<file path="src/rtl/uart_cmd_pkg.sv">
// Shared encodings for the UART command framer: command types, opcodes,
// the byte serializer state set and the command-to-byte mapping.
package uart_cmd_pkg;

    localparam logic [1:0] CMD_REG_WR  = 2'b00;
    localparam logic [1:0] CMD_REG_RD  = 2'b01;
    localparam logic [1:0] CMD_ALU_OPS = 2'b10;
    localparam logic [1:0] CMD_ALU_NOP = 2'b11;

    localparam logic [7:0] OP_REG_WR  = 8'hAA;
    localparam logic [7:0] OP_REG_RD  = 8'hBB;
    localparam logic [7:0] OP_ALU_OPS = 8'hCC;
    localparam logic [7:0] OP_ALU_NOP = 8'hDD;

    typedef enum logic [2:0] {
        ST_IDLE,
        ST_START,
        ST_DATA,
        ST_PARITY,
        ST_STOP,
        ST_GAP
    } ser_state_e;

    // Command fields captured at acceptance.
    typedef struct packed {
        logic [1:0] typ;
        logic [3:0] addr;
        logic [7:0] a;
        logic [7:0] b;
        logic [3:0] func;
        logic       par_en;
        logic       par_typ;
        logic [7:0] baud_div;
    } cmd_cfg_t;

    // Index of the final byte of a command (byte count minus one).
    function automatic logic [1:0] cmd_last_idx(input logic [1:0] typ);
        case (typ)
            CMD_REG_WR:  cmd_last_idx = 2'd2;
            CMD_REG_RD:  cmd_last_idx = 2'd1;
            CMD_ALU_OPS: cmd_last_idx = 2'd3;
            default:     cmd_last_idx = 2'd1;
        endcase
    endfunction

    // Byte 'idx' of the frame for the given command.
    function automatic logic [7:0] cmd_byte(input cmd_cfg_t c, input logic [1:0] idx);
        cmd_byte = 8'h00;
        case (c.typ)
            CMD_REG_WR: begin
                case (idx)
                    2'd0:    cmd_byte = OP_REG_WR;
                    2'd1:    cmd_byte = {4'h0, c.addr};
                    default: cmd_byte = c.a;
                endcase
            end
            CMD_REG_RD: begin
                cmd_byte = (idx == 2'd0) ? OP_REG_RD : {4'h0, c.addr};
            end
            CMD_ALU_OPS: begin
                case (idx)
                    2'd0:    cmd_byte = OP_ALU_OPS;
                    2'd1:    cmd_byte = c.a;
                    2'd2:    cmd_byte = c.b;
                    default: cmd_byte = {4'h0, c.func};
                endcase
            end
            default: begin
                cmd_byte = (idx == 2'd0) ? OP_ALU_NOP : {4'h0, c.func};
            end
        endcase
    endfunction

endpackage

</file>
<file path="src/rtl/uart_cmd_framer_byte_ser.sv">
// Single-byte UART serializer: start, 8 data bits LSB first, optional
// parity, stop and GAP_BITS idle bits. A start request in the final cycle
// of a byte chains straight into the next start bit.
//
//   state     | meaning
//   ----------+-------------------------------------------
//   ST_IDLE   | line high, waiting for start
//   ST_START  | start bit (0) on the line
//   ST_DATA   | data bit bit_cnt on the line
//   ST_PARITY | parity bit on the line
//   ST_STOP   | stop bit (1) on the line
//   ST_GAP    | inter-byte idle bits, gap_cnt remaining after this one
module uart_byte_ser
    import uart_cmd_pkg::*;
#(
    parameter int GAP_BITS = 1
) (
    input  logic       CLK,
    input  logic       RST,
    input  logic       start,
    input  logic [7:0] data,
    input  logic       par_en,
    input  logic       par_typ,
    input  logic [7:0] baud_div,
    output logic       tx,
    output logic       done
);

    localparam logic [3:0] GAP_LOAD = (GAP_BITS > 0) ? 4'(GAP_BITS - 1) : 4'd0;

    ser_state_e state, state_nxt;
    logic [7:0] baud_cnt, baud_nxt;
    logic [7:0] shift, shift_nxt;
    logic [2:0] bit_cnt, bit_nxt;
    logic [3:0] gap_cnt, gap_nxt;
    logic       par_bit, par_nxt;
    logic       tx_q, tx_nxt;
    logic       tick;
    logic       load;

    // State register and registered line output.
    always_ff @(posedge CLK) begin
        if (!RST) begin
            state    <= ST_IDLE;
            baud_cnt <= 8'd0;
            shift    <= 8'd0;
            bit_cnt  <= 3'd0;
            gap_cnt  <= 4'd0;
            par_bit  <= 1'b0;
            tx_q     <= 1'b1;
        end else begin
            state    <= state_nxt;
            baud_cnt <= baud_nxt;
            shift    <= shift_nxt;
            bit_cnt  <= bit_nxt;
            gap_cnt  <= gap_nxt;
            par_bit  <= par_nxt;
            tx_q     <= tx_nxt;
        end
    end

    // Next-state: baud down-counter reaching zero marks the bit boundary.
    always_comb begin
        state_nxt = state;
        baud_nxt  = baud_cnt;
        shift_nxt = shift;
        bit_nxt   = bit_cnt;
        gap_nxt   = gap_cnt;
        par_nxt   = par_bit;
        tx_nxt    = tx_q;
        tick      = (baud_cnt == 8'd0);
        done      = 1'b0;
        load      = 1'b0;

        if (state == ST_IDLE) begin
            tx_nxt = 1'b1;
            load   = start;
        end else if (tick) begin
            baud_nxt = baud_div;
            case (state)
                ST_START: begin
                    state_nxt = ST_DATA;
                    tx_nxt    = shift[0];
                    shift_nxt = {1'b0, shift[7:1]};
                    bit_nxt   = 3'd0;
                end
                ST_DATA: begin
                    if (bit_cnt == 3'd7) begin
                        state_nxt = par_en ? ST_PARITY : ST_STOP;
                        tx_nxt    = par_en ? par_bit : 1'b1;
                    end else begin
                        bit_nxt   = bit_cnt + 3'd1;
                        tx_nxt    = shift[0];
                        shift_nxt = {1'b0, shift[7:1]};
                    end
                end
                ST_PARITY: begin
                    state_nxt = ST_STOP;
                    tx_nxt    = 1'b1;
                end
                ST_STOP: begin
                    if (GAP_BITS > 0) begin
                        state_nxt = ST_GAP;
                        gap_nxt   = GAP_LOAD;
                        tx_nxt    = 1'b1;
                    end else begin
                        done = 1'b1;
                    end
                end
                ST_GAP: begin
                    if (gap_cnt == 4'd0) begin
                        done = 1'b1;
                    end else begin
                        gap_nxt = gap_cnt - 4'd1;
                    end
                end
                default: ;
            endcase
            if (done) begin
                if (start) begin
                    load = 1'b1;
                end else begin
                    state_nxt = ST_IDLE;
                    tx_nxt    = 1'b1;
                end
            end
        end else begin
            baud_nxt = baud_cnt - 8'd1;
        end

        // Parity is fixed at load time so it costs nothing during the data bits.
        if (load) begin
            state_nxt = ST_START;
            tx_nxt    = 1'b0;
            shift_nxt = data;
            par_nxt   = (^data) ^ par_typ;
            baud_nxt  = baud_div;
        end
    end

    assign tx = tx_q;

endmodule

</file>
<file path="src/rtl/uart_cmd_framer.sv">
// Command framer top: accepts a command, latches its fields and feeds the
// byte serializer one byte after another, pulsing FRAME_DONE when the last
// bit of the last byte has been sent.
module uart_cmd_framer
    import uart_cmd_pkg::*;
#(
    parameter int GAP_BITS = 1
) (
    input  logic       CLK,
    input  logic       RST,
    input  logic       CMD_VLD,
    input  logic [1:0] CMD_TYPE,
    input  logic [3:0] CMD_ADDR,
    input  logic [7:0] CMD_A,
    input  logic [7:0] CMD_B,
    input  logic [3:0] CMD_FUNC,
    input  logic       PAR_EN,
    input  logic       PAR_TYP,
    input  logic [7:0] BAUD_DIV,
    output logic       CMD_RDY,
    output logic       TX_OUT,
    output logic       BUSY,
    output logic       FRAME_DONE
);

    cmd_cfg_t   cfg_in, cfg_q;
    logic       active;
    logic [1:0] byte_idx;
    logic       done_q;
    logic       accept;
    logic       more;
    logic       ser_start;
    logic       ser_done;
    logic       ser_tx;
    logic [7:0] ser_data;
    logic       ser_par_en;
    logic       ser_par_typ;
    logic [7:0] ser_baud;

    assign cfg_in = '{typ: CMD_TYPE, addr: CMD_ADDR, a: CMD_A, b: CMD_B, func: CMD_FUNC,
                      par_en: PAR_EN, par_typ: PAR_TYP, baud_div: BAUD_DIV};

    // On the accept cycle the serializer must see the live inputs, afterwards
    // only the latched copy so mid-frame input changes have no effect.
    always_comb begin
        accept      = CMD_VLD && !active;
        more        = (byte_idx != cmd_last_idx(cfg_q.typ));
        ser_start   = accept || (ser_done && more);
        ser_data    = accept ? cmd_byte(cfg_in, 2'd0) : cmd_byte(cfg_q, byte_idx + 2'd1);
        ser_par_en  = accept ? PAR_EN   : cfg_q.par_en;
        ser_par_typ = accept ? PAR_TYP  : cfg_q.par_typ;
        ser_baud    = accept ? BAUD_DIV : cfg_q.baud_div;
    end

    // Command handshake, field latch and byte sequencing.
    always_ff @(posedge CLK) begin
        if (!RST) begin
            active   <= 1'b0;
            byte_idx <= 2'd0;
            cfg_q    <= '0;
            done_q   <= 1'b0;
        end else begin
            done_q <= 1'b0;
            if (accept) begin
                active   <= 1'b1;
                byte_idx <= 2'd0;
                cfg_q    <= cfg_in;
            end else if (ser_done) begin
                if (more) begin
                    byte_idx <= byte_idx + 2'd1;
                end else begin
                    active <= 1'b0;
                    done_q <= 1'b1;
                end
            end
        end
    end

    uart_byte_ser #(.GAP_BITS(GAP_BITS)) u_ser (
        .CLK      (CLK),
        .RST      (RST),
        .start    (ser_start),
        .data     (ser_data),
        .par_en   (ser_par_en),
        .par_typ  (ser_par_typ),
        .baud_div (ser_baud),
        .tx       (ser_tx),
        .done     (ser_done)
    );

    assign CMD_RDY    = !active;
    assign BUSY       = active;
    assign FRAME_DONE = done_q;
    assign TX_OUT     = ser_tx;

endmodule

</file>
<file path="config.mk">
export PLATFORM = sky130hd
export DESIGN_NAME = uart_cmd_framer
export DESIGN_NICKNAME = d
export VERILOG_FILES = /design/src/rtl/uart_cmd_pkg.sv /design/src/rtl/uart_cmd_framer_byte_ser.sv /design/src/rtl/uart_cmd_framer.sv
export SDC_FILE = /design/constraint.sdc
export NUM_CORES = 1
export LEC_CHECK = 0
export CAP_MARGIN = 15
export CORE_UTILIZATION = 40
export DETAILED_ROUTE_END_ITERATION = 12
export GPL_ROUTABILITY_DRIVEN = 1
export GPL_TIMING_DRIVEN = 0
export PLACE_DENSITY_LB_ADDON = 0.1
export SETUP_SLACK_MARGIN = 0.2
export SKIP_CTS_REPAIR_TIMING = 1
export SYNTH_ARGS = -nofsm -noshare
export SYNTH_HDL_FRONTEND = slang
export SYNTH_SLANG_ARGS = --single-unit
</file>
<file path="constraint.sdc">
create_clock -name CLK -period 7.6 [get_ports CLK]
set_input_delay 0.76 -clock CLK [delete_from_list [all_inputs] [get_ports CLK]]
set_output_delay 0.76 -clock CLK [all_outputs]
set_load 0.01 [all_outputs]
</file>
==> results by group, run 1 <==
Status
  • Outcome: completed

Global route
  • Largest net degree at the start of global routing: 11
  • First-pass GRT wire length: 16380 um
  • Number of global-route vias before repair: 3249
  • Initial antenna violation count: 0
  • Total grt overflow: 0
  • Gr usage total: 0.2119

STA
  • Crit path time final: 2724 ps
  • Final Cycle Share: 0.3584
  • Max Slew Vio Count: 0
  • Final WS setup: around 4900 ps
  • Final setup fails: 0
  • Setup TNS: 0 ps
  • Rel. slew slack: 0.5288
  • RSZ-0062 raised after global routing: false
  • Slew @ Worst Pin: 701.5 ps
  • Worst Skew: 8.122 ps
  • Hold Fails Final Rpt: 0
  • Max Clk Rate: ~0.37 GHz

Drt
  • Wire length per cell: roughly 15 um
  • Antenna viol nets, final: 0
  • First-pass DRT Iterations: 4
  • Post-Route WL: about 9900 um
  • Via density per instance: ~5.2
  • Vias post-DR: 3440
  • 1st-iter DRT viols: 198
  • DRC viols: 0

Setup path
  • Setup crit end kind: register
  • Crit-path cells: inv_1 -> ha_1 -> buf_2 -> a211o_1 -> a21oi_1 -> o311ai_1 -> o221ai_1 -> xnor2_1 -> xnor3_1 -> a21oi_1
  • CP most frequent cell: a21oi_1
  • Slowest-stage cell, CP: dfxtp_1
  • CP Launch Type: register
  • Critical path class: register to register
  • Worst reg-to-reg path cell count: 10
  • Max incr delay on CP: 480 ps
  • Worst-path maximum fanout: 8
  • Critical Path AT: 3010 ps
  • Data required time of the worst path: 7890 ps

Clock network
  • Root buffer cell: clkbuf_8
  • Clk_lat worst skew: 350 ps
  • Cts bufs inserted: 9
  • Reg clk slew, reported paths: 70 ps
  • TritonCTS clock tree: built
  • CTS max path bufs: 2
  • H-tree depth: 3
  • Number of clock sinks: 68

Finish
  • Area of the multi-input gates: 2232 um^2
  • Layout cells sized above 1: 0.09280
  • Reg area: 1361 um^2
  • Area growth syn-to-layout: 18.82%
  • Final layout net count: 571
  • Filler cells: between 900 and 1000
  • Diode count: 0

Synth
  • Synth warnings: 0
  • Post-synth ARST share: 0
  • Top_reg_cell synth: dfxtp_1
  • Syn Area/Cell: 8.127 um^2
  • Post-synth top cells: nand2_1, dfxtp_1, a21boi_0, nor2_1, nor2b_1
  • Yosys top cell by area: dfxtp_1
  • Top cells by area, synth: dfxtp_1, nand2_1, a21boi_0
  • Most common cell in the synthesized netlist: nand2_1
  • Synthesized flop and latch total: 68
  • Synth Cell Area: about 3800 um^2
  • Count of cell types in the netlist: just over 60
  • Post-synth EDFFs: 0
  • Sequential cell area fraction in the yosys report: 0.3549
  • Net Count, Synth: around 520
  • Share of the synthesized area in the top cell type: 0.3549
  • Syn Inst Count: 472

Placed design
  • Hpwl dp: 7224 um
  • Port bufs: 41
  • Final GP Congestion: 0.8841
  • Pre-CTS WS: 4616 ps

Die
  • Standard-cell rows: 35
  • Die height: 99.93 um
  • Num ports: 43
  • Core Region: 9284 um^2
  • Die width: between 90 and 100 um
  • Die ar.: 9986 um^2
  • Initial Util: 0.4132

Pwr
  • PD cells: 234.9 nW/um^2
  • Worst VDD drop: 0.0001109 V
  • Leakage power: about 1.8 nW

Hold path
  • WHS Path Cells: 2
  • Hold WC Path Type: register to register

Job
  • Max_cap viols: 0
where the power goes:
group | switching (mW) | leakage (nW) | internal (mW) | total, mW
Sequential | 0.0338 | 0.558 | 0.402 | 0.436
Clock | 0.139 | 0.0800 | 0.115 | 0.255
Combinational | 0.218 | 1.13 | 0.162 | 0.380
Total | 0.391 | 1.77 | 0.680 | 1.07
routing by layer:
layer | global-route usage | routed length, um
met1 | 0.2841 | 4855
met2 | 0.3321 | 4374
met3 | 0.04248 | 393
met4 | 0.08824 | 243
met5 | 0 | 0
per-stage QoR:
stage	instance area [um^2]	total power [mW]	hold slack (ps)	utilization	instances
global route	4558	1.142	504.0	0.4910	657
global placement	4408	0.8125	453.5	0.4748	642
floorplan	3836	0.7144	438.6	-	472
detailed placement	4408	0.8196	462.7	0.4748	642
finish	4558	1.071	469.0	0.4910	657
CTS	4558	1.073	472.4	0.4910	657
cell families after synthesis:
kind of cell               share of synthesized area
muxes                                        0.03653
buffers and inverters                        0.06327
DFF                                           0.3549
adders and majority gates                    0.02609
and+or+nand+nor                               0.2763
AOI/OAI and AO/OA                             0.2130
xor gates and xnor gates                     0.03001
layout make-up:
type	instances	share of cell area
multi-input combinational	354	0.4897
inverter	14	0.01153
tap	129	0.03541
timing repair buffer	41	0.09004
clock buffer	12	0.02965
clock inverter	3	0.003294
sequential	68	0.2987
buffer	36	0.04172
final timing paths:
| kind | start | end | slack, ps |
|---|---|---|---|
| min reg2reg | cfg_q[16]$_SDFFE_PN0N_ | cfg_q[16]$_SDFFE_PN0N_ | 470 |
| max | byte_idx[1]$_SDFFE_PP0P_ | u_ser.par_bit$_SDFFE_PN0P_ | 4880 |
| min | cfg_q[16]$_SDFFE_PN0N_ | cfg_q[16]$_SDFFE_PN0N_ | 470 |
| max reg2reg | byte_idx[1]$_SDFFE_PP0P_ | u_ser.par_bit$_SDFFE_PN0P_ | 4880 |
cell usage in the layout (no fill, tap or decap), types with 4 or more instances in the layout:
cell	n
a21boi_0	31
buf_2	11
a221oi_1	4
a211oi_1	4
clkbuf_8	9
nand2b_1	8
dfxtp_1	68
xor2_1	5
nor3_1	12
a21oi_1	13
nor2_1	24
mux2i_1	14
nand2_1	98
nor2b_1	22
ha_1	8
o21ai_0	13
clkdlybuf4s50_1	41
clkbuf_1	19
nor3b_1	4
inv_1	14
o21ai_1	4
buf_4	5
nand3_1	15
and3_1	10
a22oi_1	4
state kept, by name (all words and copies together) (netlist names):
signal and count:
u_ser.baud_cnt 8, u_ser.tx 1, FRAME_DONE 1, BUSY 1, u_ser.state 3, u_ser.par_bit 1, u_ser.gap_cnt 4, cfg_q 36
u_ser.bit_cnt 3, byte_idx 2, u_ser.shift 8
critical path: cells and delay by family (launching register included):
family | cells | cell delay (ps)
AO/OA/AOI/OAI | 5 | 1030
XOR/XNOR | 2 | 590
flip-flops | 1 | 480
buffers and inverters | 2 | 350
adder cells (fa/ha/maj) | 1 | 210
(Power assumes the default switching activity.)
==> run 2: changes to the inputs <==
Clock period 7.6 ns to 2.7 ns, I/O delays scaled along.
==> run 2 against run 1 <==
  * Global-route usage stayed put
  * Largest power group unchanged
  * Non-clock buffer count is 12 higher
  * Critical path type unchanged
  * Highest routed layer unchanged
  * Power grew to 2.8 times the previous value
  * Utilization is 1.8 points higher
  * Critical path depth is 2 higher
  * Setup slack worse by 4800 ps
==> results by group, run 2 (synthesis results as in run 1) <==
Setup path
  • Crit-path cells: buf_6 -> inv_4 -> ha_4 -> buf_12 -> a211oi_4 -> a2111oi_4 -> nor4_2 -> buf_4 -> xor2_1 -> xnor3_1 -> xnor3_1 -> a21oi_1
  • CP most frequent cell: xnor3_1
  • CP Launch Type: register
  • Max incr delay on CP: 380 ps (-100 ps)
  • Worst-path maximum fanout: 5 (-3)
  • Worst Setup EP: u_ser.par_bit$_SDFFE_PN0P_
  • Data required time of the worst path: 2990 ps (-4900 ps)
  • Reg2reg setup slack: 100 ps (-4770 ps)
  • Critical Path AT: 2880 ps (-130 ps)
  • Reg2reg start: byte_idx[0]$_SDFFE_PP0P_
  • R2R Path End: u_ser.par_bit$_SDFFE_PN0P_
  • Slowest-stage cell, CP: xnor3_1
  • Worst reg-to-reg path cell count: 12 (+2)
  • Setup crit end kind: register
  • CP Launch Point: byte_idx[0]$_SDFFE_PP0P_
  • Critical path class: register to register

Global route
  • Largest net degree at the start of global routing: 11 (unchanged)
  • Busiest grt layer: met2
  • Total grt overflow: 0 (unchanged)
  • Initial antenna violation count: 0 (unchanged)
  • Gr usage total: 0.2119 (unchanged)
  • Met1 GRT Util: 0.2841 (unchanged)
  • Met3 usage: 0.04248 (unchanged)
  • First-pass GRT wire length: 16380 um (unchanged)
  • Met2 usage: 0.3321 (unchanged)
  • Number of global-route vias before repair: 3249 (unchanged)

Finish
  • Final cell count without fillers: 669 (+1.8%)
  • Final layout net count: 583 (+2.1%)
  • Commonest cells after routing, fill and taps aside: nand2_1, dfxtp_1, clkdlybuf4s50_1, a21boi_0, nor2_1
  • Regs by FF count: cfg_q x36, u_ser.baud_cnt x8, u_ser.shift x8
  • Largest reg by FF count: cfg_q
  • Layout cells sized above 1: 0.1315 (+0.03868)
  • Diode count: 0 (unchanged)
  • Fin area: 4730 um^2 (+3.8%)
  • Filler cells: 951 (-1.0%)
  • Commonest non-fill, non-tap cell in the layout: nand2_1
  • Final core occ: 0.5094 (+0.01846)
  • Max reg flops: 36 (unchanged)
  • Area growth syn-to-layout: 23.29%

Clock network
  • Cts bufs inserted: 9 (unchanged)
  • Clk_lat worst skew: 350 ps (about the same)
  • H-tree depth: 3 (unchanged)
  • TritonCTS clock tree: built
  • Reg clk slew, reported paths: 70 ps (about the same)
  • Number of clock sinks: 68 (unchanged)
  • CTS max path bufs: 2 (unchanged)
  • Root buffer cell: clkbuf_8

Die
  • Standard-cell rows: 35 (unchanged)
  • Num ports: 43 (unchanged)
  • Die width: 99.93 um (unchanged)
  • Die height: 99.93 um (unchanged)
  • Die ar.: 9986 um^2 (unchanged)
  • Core Region: 9284 um^2 (unchanged)
  • Initial Util: 0.4132 (unchanged)

Placed design
  • Post-Place Cells: 642 (unchanged)
  • Cell Area, Placed: 4408 um^2 (unchanged)
  • Port bufs: 41 (unchanged)
  • Hpwl dp: 7224 um (unchanged)
  • Final GP Congestion: 0.8841 (unchanged)

STA
  • Final Cycle Share: 0.9622 (+0.6038)
  • Slew @ Worst Pin: 688.8 ps (-12.68 ps)
  • RSZ-0062 raised after global routing: true
  • Rel. slew slack: 0.5373 (+0.008516)
  • Final setup fails: 0 (unchanged)
  • Max Slew Vio Count: 0 (unchanged)
  • Setup TNS: 0 ps (unchanged)
  • Worst Skew: 8.074 ps (-0.04757 ps)
  • Hold Fails Final Rpt: 0 (unchanged)
  • Max Clk Rate: 0.3849 GHz (+4.9%)
  • Crit path time final: 2598 ps (-126.1 ps)

Drt
  • Via density per instance: 5.233 (about the same)
  • Wire length per cell: 14.90 um (-0.81%)
  • Vias post-DR: 3501 (+1.8%)
  • Antenna viol nets, final: 0 (unchanged)
  • Post-Route WL: 9965 um (+1.0%)
  • 1st-iter DRT viols: 185 (-6.6%)
  • DRC viols: 0 (unchanged)
  • First-pass DRT Iterations: 5 (+1)

Pwr
  • Leakage power: 1.849 nW (+4.6%)
  • PD cells: 643.5 nW/um^2 (+170%)
  • Worst VDD drop: 0.0003226 V (+190%)

Hold path
  • Hold WC Path Type: input port to register

Job
  • Max_cap viols: 0 (unchanged)

Status
  • Outcome: completed
[run 2: power breakdown]
group / internal (mW) / switching [mW]
clock: 0.325 / 0.389
combinational: 0.479 / 0.621
sequential: 1.13 / 0.0990
total: 1.93 / 1.11
[run 2: worst min-delay path by stage]
stage                                  start                              to  depth (start not counted)
2_1_floorplan                    CMD_TYPE[0]          cfg_q[34]$_SDFFE_PN0N_                          2
3_3_place_gp   u_ser.bit_cnt[1]$_SDFFE_PN0P_   u_ser.bit_cnt[1]$_SDFFE_PN0P_                          2
3_5_place_dp          cfg_q[16]$_SDFFE_PN0N_          cfg_q[16]$_SDFFE_PN0N_                          2
4_1_cts                                  RST     u_ser.state[2]$_SDFFE_PP0P_                          3
5_1_grt                                  RST  u_ser.baud_cnt[1]$_SDFFE_PN0P_                          2
6_report                                 RST     u_ser.state[2]$_SDFFE_PP0P_                          3
[run 2: metal layers]
layer / up-vias / part of all wire / routed length (um)
met5: - / 0 / 0
met4: 0 / 0.024 / 244
met3: 17 / 0.045 / 446
met2: 94 / 0.45 / 4501
met1: 1623 / 0.48 / 4772
li1: 1767 / - / -
[run 2: critical path: cells and delay by family, from the launching register on]
kind	cells	cell delay, ps
AND/OR/NAND/NOR	1	300
flip-flops	1	360
adder cells (fa/ha/maj)	1	220
AO/OA/AOI/OAI	3	410
XOR/XNOR	3	770
buffers and inverters	4	460
[run 2: stage by stage]
stage | hold WS (ps) | worst slack [ps] | power [mW]
floorplan | 404.9 | 322.4 | 2.011
global placement | 453.5 | 56.46 | 2.287
detailed placement | 462.7 | 6.714 | 2.307
CTS | 396.5 | -13.58 | 3.019
global route | 466.8 | -24.61 | 3.252
finish | 424.5 | 101.9 | 3.044
[run 2: cell type report]
cell class / count / area (um^2) / share of cell area
clock buffer: 12 / 135.1 / 0.02857
sequential: 68 / 1369 / 0.2894
clock inverter: 3 / 15.01 / 0.003175
tap: 129 / 161.4 / 0.03413
timing repair buffer: 53 / 500.5 / 0.1058
buffer: 36 / 205.2 / 0.04339
inverter: 14 / 55.05 / 0.01164
multi-input combinational: 354 / 2288 / 0.4839
==> run 3: changes to the inputs <==
Settings changed: ABC_AREA set to 1.
==> run 3 against run 2 <==
  * Non-clock buffer count down 27
  * Synthesized area increased by 1.4%
  * Critical path depth grew 1
  * Die area is 1.4% higher
  * Wire length fell by 1.9%
  * Final cell count is 11% higher
  * Critical endpoint unchanged
  * Clock power up 58%
  * Sequential power down 6%
==> results by group, run 3 <==
Status
  • Outcome: completed

Global route
  • Met1 GRT Util: 0.2959 (+0.01177)
  • Met2 usage: 0.3367 (+0.004575)
  • Gr usage total: 0.2108 (-0.001060)
  • Largest net degree at the start of global routing: 13 (+2)
  • Met3 usage: 0.03398 (-0.008499)
  • First-pass GRT wire length: 16700 um (+1.9%)
  • Total grt overflow: 0 (unchanged)
  • Busiest grt layer: met2
  • Initial antenna violation count: 0 (unchanged)
  • Number of global-route vias before repair: 3529 (+8.6%)

Setup path
  • Critical path class: register to register
  • Data required time of the worst path: 2960 ps (-30 ps)
  • Worst-path maximum fanout: 9 (+4)
  • CP Launch Point: byte_idx[1]$_SDFFE_PP0P_
  • Setup crit end kind: register
  • Critical Path AT: 2530 ps (-350 ps)
  • CP Launch Type: register
  • Reg2reg start: byte_idx[1]$_SDFFE_PP0P_

Synth
  • Sequential cell area fraction in the yosys report: 0.3500 (-0.004908)
  • Largest family of logic cells by synthesized area: simple AND/OR/NAND/NOR gates
  • Syn Inst Count: 559 (+18%)
  • Synth warnings: 0 (unchanged)
  • Top cells by area, synth: dfxtp_1, nand2_1, nor2_1
  • Post-synth EDFFs: 0 (unchanged)
  • Share of the synthesized area in the top cell type: 0.3500 (-0.004908)
  • Post-synthesis adder-cell area fraction: 0.02573 (-0.0003609)
  • Mux cell area share after synthesis: 0.02316 (-0.01337)
  • Net Count, Synth: 606 (+17%)
  • Yosys top cell by area: dfxtp_1
  • Most common cell in the synthesized netlist: nand2_1
  • Top_reg_cell synth: dfxtp_1
  • Post-synth top cells: nand2_1, nor2_1, dfxtp_1, inv_1, o21ai_0
  • Synthesized flop and latch total: 68 (unchanged)
  • Post-synthesis xor/xnor area fraction: 0.01576 (-0.01425)
  • Count of cell types in the netlist: 45 (-26%)
  • Synth Cell Area: 3890 um^2 (+1.4%)
  • Post-synth ARST share: 0 (unchanged)
  • Compound-Gate Fraction of Synth Area: 0.1579 (-0.05505)
  • Post-synthesis simple-gate area fraction: 0.3319 (+0.05568)
  • Syn Area/Cell: 6.959 um^2 (-14%)

Clock network
  • CTS max path bufs: 2 (unchanged)
  • Number of clock sinks: 68 (unchanged)
  • Root buffer cell: clkbuf_8
  • H-tree depth: 3 (unchanged)
  • TritonCTS clock tree: built
  • Clk_lat worst skew: 350 ps (about the same)
  • Cts bufs inserted: 9 (unchanged)
  • Reg clk slew, reported paths: 90 ps (+20 ps)

Die
  • Initial Util: 0.4170 (+0.003828)
  • Die width: 100.6 um (+0.69%)
  • Num ports: 43 (unchanged)
  • Core Region: 9328 um^2 (+0.47%)
  • Standard-cell rows: 35 (unchanged)
  • Die height: 100.6 um (+0.69%)
  • Die ar.: 10120 um^2 (+1.4%)

Pwr
  • PD cells: 651.1 nW/um^2 (+1.2%)
  • Worst VDD drop: 0.0002450 V (-24%)
  • Leakage power: 2.103 nW (+14%)

STA
  • Slew @ Worst Pin: 717.6 ps (+28.78 ps)
  • Worst Skew: 11.34 ps (+3.269 ps)
  • Rel. slew slack: 0.5216 (-0.01566)
  • Max Slew Vio Count: 0 (unchanged)
  • Hold Fails Final Rpt: 0 (unchanged)
  • Max Clk Rate: 0.4409 GHz (+15%)
  • Setup TNS: 0 ps (unchanged)
  • RSZ-0062 raised after global routing: false
  • Final setup fails: 0 (unchanged)
  • Crit path time final: 2268 ps (-330.0 ps)
  • Final Cycle Share: 0.8400 (-0.1222)
  • Final WS setup: 432.0 ps (+330.0 ps)

Job
  • Max_cap viols: 0 (unchanged)

Placed design
  • Port bufs: 41 (unchanged)
  • Pre-CTS WS: 311.7 ps (+305.0 ps)
  • Final GP Congestion: 0.8963 (+1.4%)
  • Cell Area, Placed: 4462 um^2 (+1.2%)
  • Hpwl dp: 7457 um (+3.2%)

Finish
  • Filler cells: 926 (-2.6%)
  • Area growth syn-to-layout: 21.55%
  • Diode count: 0 (unchanged)
  • Final core occ: 0.5069 (-0.002526)
  • Commonest non-fill, non-tap cell in the layout: nand2_1
  • Max reg flops: 36 (unchanged)
  • Final layout net count: 658 (+13%)
  • Regs by FF count: cfg_q x36, u_ser.baud_cnt x8, u_ser.shift x8
  • Layout cells sized above 1: 0.1315 (about the same)
  • Largest reg by FF count: cfg_q
  • Commonest cells after routing, fill and taps aside: nand2_1, nor2_1, dfxtp_1, inv_1, o21ai_0
  • Fin area: 4728 um^2 (about the same)

Drt
  • 1st-iter DRT viols: 178 (-3.8%)
  • Via density per instance: 4.999 (-4.5%)
  • Antenna viol nets, final: 0 (unchanged)
  • Post-Route WL: 9772 um (-1.9%)
  • Vias post-DR: 3724 (+6.4%)
  • Wire length per cell: 13.12 um (-12%)
  • First-pass DRT Iterations: 4 (-1)
  • DRC viols: 0 (unchanged)

Hold path
  • Hold WC Path Type: input port to register
  • Hold path start: RST
-- run 3: final timing paths --
kind         slack [ps]                              to  cells past startpoint
max reg2reg         430      u_ser.par_bit$_SDFFE_PN0P_                     13
max                 430      u_ser.par_bit$_SDFFE_PN0P_                     13
min reg2reg         470  u_ser.baud_cnt[0]$_SDFFE_PN0P_                      2
min                 380     u_ser.shift[0]$_SDFFE_PN0P_                      3
-- run 3: power breakdown --
group          internal [mW]  switching (mW)
registers               1.10          0.0656
clock network          0.706           0.426
logic                  0.307           0.475
-- run 3: area by class of cell --
cell class              instances  area, um^2  share of cell area
multi-input cells             403        2160              0.4567
flip-flops and latches         68        1363              0.2882
repair buffers                 41       410.4             0.08680
inverters                      67       252.7             0.05345
well taps                     129       161.4             0.03414
clock inverters                 7       138.9             0.02937
clock buffers                   9       123.9             0.02620
plain buffers                  21       118.9             0.02514
-- run 3: metrics by stage --
step                      power (mW)  hold WS, ps  std cells
after floorplan                1.757        426.9        559
after global placement         1.956        454.5        729
after detailed placement       1.971        466.7        729
after CTS                      3.094        380.0        745
after global routing           3.249        409.7        745
final                          3.079        379.1        745
-- run 3: cell families (layout without fill, tap and decap cells) --
group | Yosys count | count (layout)
xor gates and xnor gates | 7 | 7
AOI/OAI and AO/OA | 108 | 108
buffers and inverters | 88 | 145
muxes | 9 | 9
DFF | 68 | 68
and+or+nand+nor | 271 | 271
adders and majority gates | 8 | 8
-- run 3: metal layers --
layer	share of wire	wire length, um
met1	0.50	4929
met2	0.44	4277
met3	0.049	483
met4	0.0084	82
met5	0	0
-- run 3: worst max-delay path, cell delays in order, from the launching register on --
cell      delay (ps)
dfxtp_1          410
inv_1            140
ha_2             420
inv_2            110
o211ai_1         180
nand3_1          110
a21oi_1          270
nand3_1          110
nand2_1          130
inv_1             50
nand2_1           60
nand3_1           70
nand2_1           70
inv_1             30
